`src/rtl/moving_avg_filter_pkg.sv`:
```
// rtl/moving_avg_filter_pkg.sv - sizing helpers shared by the moving-average filter files
// Purpose: derive window length, pointer width and rounding constant from the
// module parameters so every file sizes things the same way.
// Ports: none (package).
package moving_avg_filter_pkg;

    // Window length N = 2**log2_taps.
    function automatic int taps_of(input int log2_taps);
        return 1 << log2_taps;
    endfunction

    // Running-sum width: one extra bit per doubling of the window.
    function automatic int sum_w_of(input int data_w, input int log2_taps);
        return data_w + log2_taps;
    endfunction

    // Pointer width for a ring of the given depth; a depth-1 ring still gets one bit.
    function automatic int ptr_w_of(input int depth);
        return (depth > 1) ? $clog2(depth) : 1;
    endfunction

    // Half an LSB of the shifted result, added before the shift for round-half-up.
    function automatic int rnd_const(input int round, input int log2_taps);
        return (round != 0 && log2_taps > 0) ? (1 << (log2_taps - 1)) : 0;
    endfunction

endpackage

```
`src/rtl/mavg_ring_buf.sv`:
```
// rtl/mavg_ring_buf.sv - circular sample store that returns the word being overwritten
// Purpose: holds the last DEPTH accepted samples. The word at wr_ptr is the oldest
// sample and is presented on old_data in the same cycle it gets overwritten.
// Ports:
//   CLK100MHZ  in   clock
//   flush      in   returns wr_ptr to 0 (reset or clear)
//   wr_en      in   store wr_data at wr_ptr and advance
//   wr_data    in   sample to store
//   old_valid  in   ring holds DEPTH real samples; otherwise the oldest reads as 0
//   old_data   out  word at wr_ptr (zero while the window is still filling)
module mavg_ring_buf
    import moving_avg_filter_pkg::*;
#(
    parameter int DEPTH  = 4,
    parameter int DATA_W = 8
) (
    input  logic              CLK100MHZ,
    input  logic              flush,
    input  logic              wr_en,
    input  logic [DATA_W-1:0] wr_data,
    input  logic              old_valid,
    output logic [DATA_W-1:0] old_data
);

    localparam int PTR_W = ptr_w_of(DEPTH);

    // No reset on the storage: after a flush the pointer restarts at 0 and
    // entries are rewritten in order, so stale words are only ever at or beyond
    // wr_ptr and are masked by old_valid until the window is full again. This
    // keeps the array free of reset/clear fan-out so it can map to RAM.
    logic [DATA_W-1:0] mem [DEPTH];
    logic [PTR_W-1:0]  wr_ptr;

    always_ff @(posedge CLK100MHZ) begin
        if (flush) begin
            wr_ptr <= '0;
        end else if (wr_en) begin
            wr_ptr <= (wr_ptr == PTR_W'(DEPTH - 1)) ? '0 : wr_ptr + 1'b1;
        end
    end

    always_ff @(posedge CLK100MHZ) begin
        if (wr_en) begin
            mem[wr_ptr] <= wr_data;
        end
    end

    assign old_data = old_valid ? mem[wr_ptr] : '0;

endmodule

```
`src/rtl/moving_avg_filter.sv`:
```
// rtl/moving_avg_filter.sv - signed boxcar filter using a running sum over 2**LOG2_TAPS samples
// Purpose: each accepted sample is added to the running sum and the sample leaving
// the window is subtracted; the average is the sum shifted right by LOG2_TAPS.
// Ports:
//   CLK100MHZ  in   sole clock, rising edge
//   reset_n    in   synchronous active-low reset, dominates everything
//   clear      in   synchronous window flush; out_data keeps its value
//   in_valid   in   in_data carries a new sample
//   in_data    in   signed sample, DATA_W bits
//   out_valid  out  one-cycle pulse, out_data updated
//   out_data   out  signed average, held between pulses
//   win_full   out  window holds N real samples since last reset/clear
module moving_avg_filter
    import moving_avg_filter_pkg::*;
#(
    parameter int DATA_W    = 8,
    parameter int LOG2_TAPS = 2,
    parameter int ROUND     = 0,
    parameter int WARMUP    = 0
) (
    input  logic              CLK100MHZ,
    input  logic              reset_n,
    input  logic              clear,
    input  logic              in_valid,
    input  logic [DATA_W-1:0] in_data,
    output logic              out_valid,
    output logic [DATA_W-1:0] out_data,
    output logic              win_full
);

    localparam int TAPS  = taps_of(LOG2_TAPS);
    localparam int SUM_W = sum_w_of(DATA_W, LOG2_TAPS);
    localparam int CNT_W = LOG2_TAPS + 1;
    localparam logic signed [SUM_W-1:0] RND = SUM_W'(rnd_const(ROUND, LOG2_TAPS));

    logic                    flush;
    logic                    accept;
    logic                    emit;
    logic                    full_now;
    logic [DATA_W-1:0]       old_raw;
    logic signed [DATA_W-1:0] new_s;
    logic signed [DATA_W-1:0] old_s;
    logic signed [SUM_W-1:0] sum;
    logic signed [SUM_W-1:0] sum_next;
    logic signed [SUM_W-1:0] sum_rnd;
    logic [DATA_W-1:0]       avg;
    logic [CNT_W-1:0]        fill;
    logic [CNT_W-1:0]        fill_next;

    assign flush    = !reset_n || clear;
    assign accept   = in_valid && !flush;
    assign full_now = (fill == CNT_W'(TAPS));

    mavg_ring_buf #(
        .DEPTH  (TAPS),
        .DATA_W (DATA_W)
    ) u_buf (
        .CLK100MHZ (CLK100MHZ),
        .flush     (flush),
        .wr_en     (accept),
        .wr_data   (in_data),
        .old_valid (full_now),
        .old_data  (old_raw)
    );

    assign new_s = in_data;
    assign old_s = old_raw;

    // Size casts of signed operands sign-extend. The sum cannot leave SUM_W
    // bits, so wrap in the intermediate add is harmless.
    assign sum_next  = sum + SUM_W'(new_s) - SUM_W'(old_s);
    assign sum_rnd   = sum_next + RND;
    // Result fits DATA_W by construction, even with the rounding bias added.
    assign avg       = DATA_W'(sum_rnd >>> LOG2_TAPS);
    assign fill_next = full_now ? fill : fill + 1'b1;
    assign emit      = accept && ((WARMUP == 0) || (fill_next == CNT_W'(TAPS)));

    always_ff @(posedge CLK100MHZ) begin
        if (!reset_n) begin
            sum       <= '0;
            fill      <= '0;
            out_valid <= 1'b0;
            out_data  <= '0;
            win_full  <= 1'b0;
        end else if (clear) begin
            sum       <= '0;
            fill      <= '0;
            out_valid <= 1'b0;
            win_full  <= 1'b0;
        end else begin
            out_valid <= emit;
            if (in_valid) begin
                sum      <= sum_next;
                fill     <= fill_next;
                win_full <= (fill_next == CNT_W'(TAPS));
            end
            if (emit) begin
                out_data <= avg;
            end
        end
    end

endmodule

```
`config.mk`:
```
export PLATFORM = sky130hd
export DESIGN_NAME = moving_avg_filter
export DESIGN_NICKNAME = d
export VERILOG_FILES = /design/src/rtl/moving_avg_filter_pkg.sv /design/src/rtl/mavg_ring_buf.sv /design/src/rtl/moving_avg_filter.sv
export SDC_FILE = /design/constraint.sdc
export NUM_CORES = 1
export LEC_CHECK = 0
export CORE_ASPECT_RATIO = 1.2
export CORE_UTILIZATION = 62
export CTS_CLUSTER_DIAMETER = 60
export DETAILED_ROUTE_END_ITERATION = 6
export PLACE_DENSITY = 0.82
export SYNTH_ARGS = -nofsm -noshare
export SYNTH_HDL_FRONTEND = slang
export SYNTH_SLANG_ARGS = --single-unit
```
`constraint.sdc`:
```
create_clock -name CLK100MHZ -period 7.9 [get_ports CLK100MHZ]
set_clock_uncertainty 0.1 [all_clocks]
set_input_delay 0.79 -clock CLK100MHZ [delete_from_list [all_inputs] [get_ports CLK100MHZ]]
set_output_delay 0.79 -clock CLK100MHZ [all_outputs]
set_load 0.02 [all_outputs]
```
== Word level (Yosys, flattened, before mapping) ==
Memories as Yosys holds them, arrays and structs flattened. A register that Yosys moved wholly into a read port is not among the register bits.
Index checks and enable logic that the tools add are counted.

* Register bits: 25
* Bits in writable memories: 32
* Output and inout port bits: 10
* Logic and storage cells: 29
* Memories: 1

{| class="wikitable"
|+ Memories
! name !! words !! width !! read ports !! clocked after Yosys merged registers in !! wr ports !! line !! text
|-
| u_buf.mem || 4 || 8 || 1 || 1 || 1 || mavg_ring_buf.sv:31 || <nowiki>logic [DATA_W-1:0] mem [DEPTH];</nowiki>
|}

* $add $sub $neg: 4
* Equal/unequal tests: 3
* Multiplexer cells: 7
* Bitwise gates (word level): 2
* Reduce and logical (&&, ||, !) cells: 6

{| class="wikitable"
|+ Operator list
! operator !! number
|-
| 10-bit by 8-bit adder with 10-bit output || 1
|-
| 10-bit by 8-bit subtractor with 10-bit output || 1
|-
| 8-bit two-way mux || 1
|-
| 3-bit == test, second input constant || 2
|-
| 2-bit two-way mux || 3
|-
| 3-bit by 1-bit adder with 3-bit output, second input constant || 1
|-
| 3-bit two-way mux || 1
|-
| 2-bit by 1-bit adder with 2-bit output, second input constant || 1
|-
| 2-bit == test, second input constant || 1
|-
| 1-bit logical NOT || 2
|-
| 1-bit two-way mux || 2
|-
| 1-bit NOT || 2
|-
| 2-bit AND reduction || 1
|-
| 2-bit OR reduction || 1
|-
| 1-bit logical AND || 1
|-
| 1-bit logical OR || 1
|}

== Logic depth before layout (Yosys ltp) ==
* Depth after elaboration: 6
* Gate-level depth with buffers: 14
* Depth with buffers taken out: 14

== Cells and area by module ==
From an unflattened synthesis, not the netlist that was laid out.

* Cell total of the unflattened synthesis: 266
* Area, all modules: 3051.7 um^2

{| class="wikitable"
|+ By module, submodules not included
! module !! times used !! cells an instance !! area each (um^2)
|-
| moving_avg_filter || 1 || 186 || 1640.3
|-
| mavg_ring_buf || 1 || 80 || 1411.4
|}

== Worst setup path after synthesis ==
No wires, ideal clock.

* Path kind: reg2reg
* Start point: reg (tool-made name)
* End point: reg sum[8]
* Data arrival time: 3.017 ns
* Required time: 7.658 ns
* Slack: 4.640 ns
* Cell stages (with the launch flop): 12
* Cells stage by stage: dfxtp_1 > buf_2 > mux4_2 > nor2b_1 > fa_1 > inv_1 > ha_1 > nor2b_4 > o31a_1 > o41ai_2 > mux2i_1 > o311ai_0

{| class="wikitable"
|+ RTL lines
! element !! line !! text
|-
| to (signal assigned) || moving_avg_filter.sv:93 || <nowiki>sum <= sum_next;</nowiki>
|-
| to (decl) || moving_avg_filter.sv:43 || <nowiki>logic signed [SUM_W-1:0] sum;</nowiki>
|}

==> results_dict.tcl <==
set metrics [dict create \
    grt_start_max_net_pins 26 \
    nNetsFinal 319 \
    rsz0062_at_grt "false" \
    pwr_density_cell_nw_per_um2 218.4 \
    worst_setup_path_start_kind "flip-flop" \
    ys_seq_elements 59 \
    grtUsageMet2 0.3619 \
    core-area_sq_um 4594 \
    final_max_slew_viol_count 0 \
    grt_pass1_wl_um 8321 \
    cp_cell_sequence "mux4_2, nor2b_1, fa_1, inv_1, ha_1, nor2b_4, o31a_1, o41ai_2, mux2i_1, o311ai_0" \
    async_reset_ff_frac 0 \
    hold_path_class "flip-flop to flip-flop" \
    required_ns 7.99 \
    p_total_uw 750.9 \
    synthMuxAreaShare 0.08677 \
    htreeDepth 3 \
    area_growth_syn_to_layout_pct 15.75 \
    drc 0 \
    cts_root_buf "clkbuf_8" \
    drtIter0Drc 113 \
    synth-main-ff-cell "edfxtp_1" \
    holdWs_ns 0.3690 \
    ioPinCount 22 \
    dpl_cell_area_sq_um 3231 \
    die_h_um 77.82 \
    fin_crit_ns 3.647 \
    cpPeakStageDelay_ns 0.69 \
    post-cts-setup-buffers 0 \
    synth_edf_count 32 \
    crit_buf_inv 1 \
    worstSetupPathType "flip-flop to flip-flop" \
    io_buffers 21 \
    dr.pass1.iters 4 \
    max_freq_ghz 0.2742 \
    hold_viol 0 \
    status "finished, final reports clean" \
    ant_nets 0 \
    synth-compound-area-share 0.08719 \
    finalCritPeriodShare 0.4617 \
    fin_area_sq_um 3438 \
    slew_headroom 0.5715 \
    synth_top_family_by_area "adder cells" \
    die_width_um 65.19 \
    tns_ns 0 \
    max-vdd-ir-drop_mv 0.1622 \
    cts_resized 0 \
    cts_buffers 9 \
    cts_sinks 59 \
    ys_warn_count 0 \
    avgSynthCellArea_sq_um 11.65 \
    busiest_layer "met2" \
    drt-total-wl_um 4898 \
    synth_top_cell_area_share 0.3235 \
    synth_fa_ha_area_frac 0.1323 \
    grt_util_met1 0.2726 \
    drt-vias-per-instance 5.366 \
    die_area_sq_um 5073 \
    grt_pass1_vias 1847 \
    antenna_found_initial 0 \
    cp_max_fo 10 \
    setup_viol 0 \
    ys_top_cells_by_area "edfxtp_1 (32%), dfxtp_1 (18%), ha_1 (7.2%), fa_1 (6.1%), mux4_2 (5.3%)" \
    initial_core_util 0.6465 \
    vias 1846 \
    cp-end-kind "flip-flop" \
    crit_arrival_ns 3.73 \
    clkLatencyLatePin_ns 0.33 \
    syn-cell-area_sq_um 2970 \
    met3_usage 0.07206 \
    cts_tree "yes" \
    synth.distinct_cells 40 \
    insertedDiodeCount 0 \
    cts_hold_buffers 0 \
    overflow 0 \
    layout-drive-gt1-share 0.08741 \
    syn_nets 293 \
    synth_cells 255 \
    synth-simple-area-share 0.1028 \
    synthXorXnorAreaFrac 0.02359 \
    clkSlewWorstSetupHoldPaths_ns 0.06 \
    synth_top_cell_by_area "edfxtp_1" \
    synth-seq-area-share 0.5055 \
    tightest_slew_ns 0.6428 \
    maxCapViolations 0 \
    crit_family "multiplexers" \
    crit_path_top_delay_cell "dfxtp_1" \
    post-dp-hpwl_um 3607 \
    rows 27 \
    grtUsageTotal 0.2248 \
    leakage_nw 1.360 \
    post_drt_wl_per_cell_um 14.24 \
    final_util 0.7484 \
    clockBufferDepth 2 \
    globalplace.congestion 0.8350 \
]
[area by class of cell]
cell class	instances	area [sq um]
clock buffer	14	172.7
clock inverter	2	35.03
fill	320	1156
inverter	41	153.9
multi-input combinational	148	1285
sequential	59	1501
tap	58	72.57
timing repair buffer	22	217.7
[where the power goes]
group	total, mW	switching (mW)	internal, mW
Combinational	0.129	0.0706	0.0580
Clock	0.282	0.110	0.171
Sequential	0.341	0.00619	0.334
[stage by stage]
step	cells	setup slack (ns)
2_1_floorplan	255	4.640
3_3_place_gp	328	4.279
3_5_place_dp	328	4.217
4_1_cts	344	4.240
5_1_grt	344	4.028
6_report	344	4.253
[metal layers]
layer  share of wire  up-vias
met3           0.035       10
met2            0.49       34
li1                -      929
met5               0        -
met4           0.025        0
met1            0.45      873
[placed cells by master (no fill, tap or decap), types with 4 or more instances in the layout]
| master | count |
|---|---|
| nand2_1 | 14 |
| nor2_1 | 15 |
| nor2b_1 | 9 |
| ha_1 | 17 |
| nand3_1 | 5 |
| and3_1 | 4 |
| o21ai_0 | 10 |
| mux2i_1 | 10 |
| clkdlybuf4s50_1 | 21 |
| mux4_2 | 7 |
| dfxtp_1 | 27 |
| a21oi_1 | 7 |
| clkbuf_8 | 12 |
| inv_1 | 41 |
| edfxtp_1 | 32 |
| xnor2_1 | 6 |
| fa_1 | 9 |
[tightest hold or removal path: cells and delay by family (launching register included)]
kind | cells | cell delay [ns]
flops | 1 | 0.31
simple gates | 1 | 0.06
compound gates | 1 | 0.05
[path summary, 6_finish.rpt]
check | startpoint | end | slack (ns) | cells past startpoint
worst max register to register | flip-flop | sum[8] | 4.25 | 10
worst min-delay path | out_data[4] | out_data[4] | 0.37 | 2
worst max-delay path | flip-flop | sum[8] | 4.25 | 10
worst min register to register | out_data[4] | out_data[4] | 0.37 | 2
[state kept, by name, summed over array words and instances (netlist names), named ones only]
| signal | cells |
|---|---|
| out_data | 8 |
| win_full | 1 |
| u_buf.mem | 32 |
| sum | 10 |
| fill | 3 |
| u_buf.wr_ptr | 2 |
| out_valid | 1 |
[cells by family (layout without fill, tap and decap cells)]
kind of cell | after synthesis | in the layout
compound gates | 38 | 38
flops | 59 | 59
buf+inv | 48 | 79
simple gates | 59 | 59
mux | 17 | 17
fa+ha+maj | 26 | 26
xor+xnor | 8 | 8
[cells in the mapped netlist, types with 5 or more instances]
cell type and instances:
nand2_1 14, nor2_1 15, o21ai_0 10, mux2i_1 10, edfxtp_1 32, dfxtp_1 27, inv_1 41, xnor2_1 6
ha_1 17, a21oi_1 7, fa_1 9, nand3_1 5, mux4_2 7, nor2b_1 9
(Power assumes the default switching activity.)
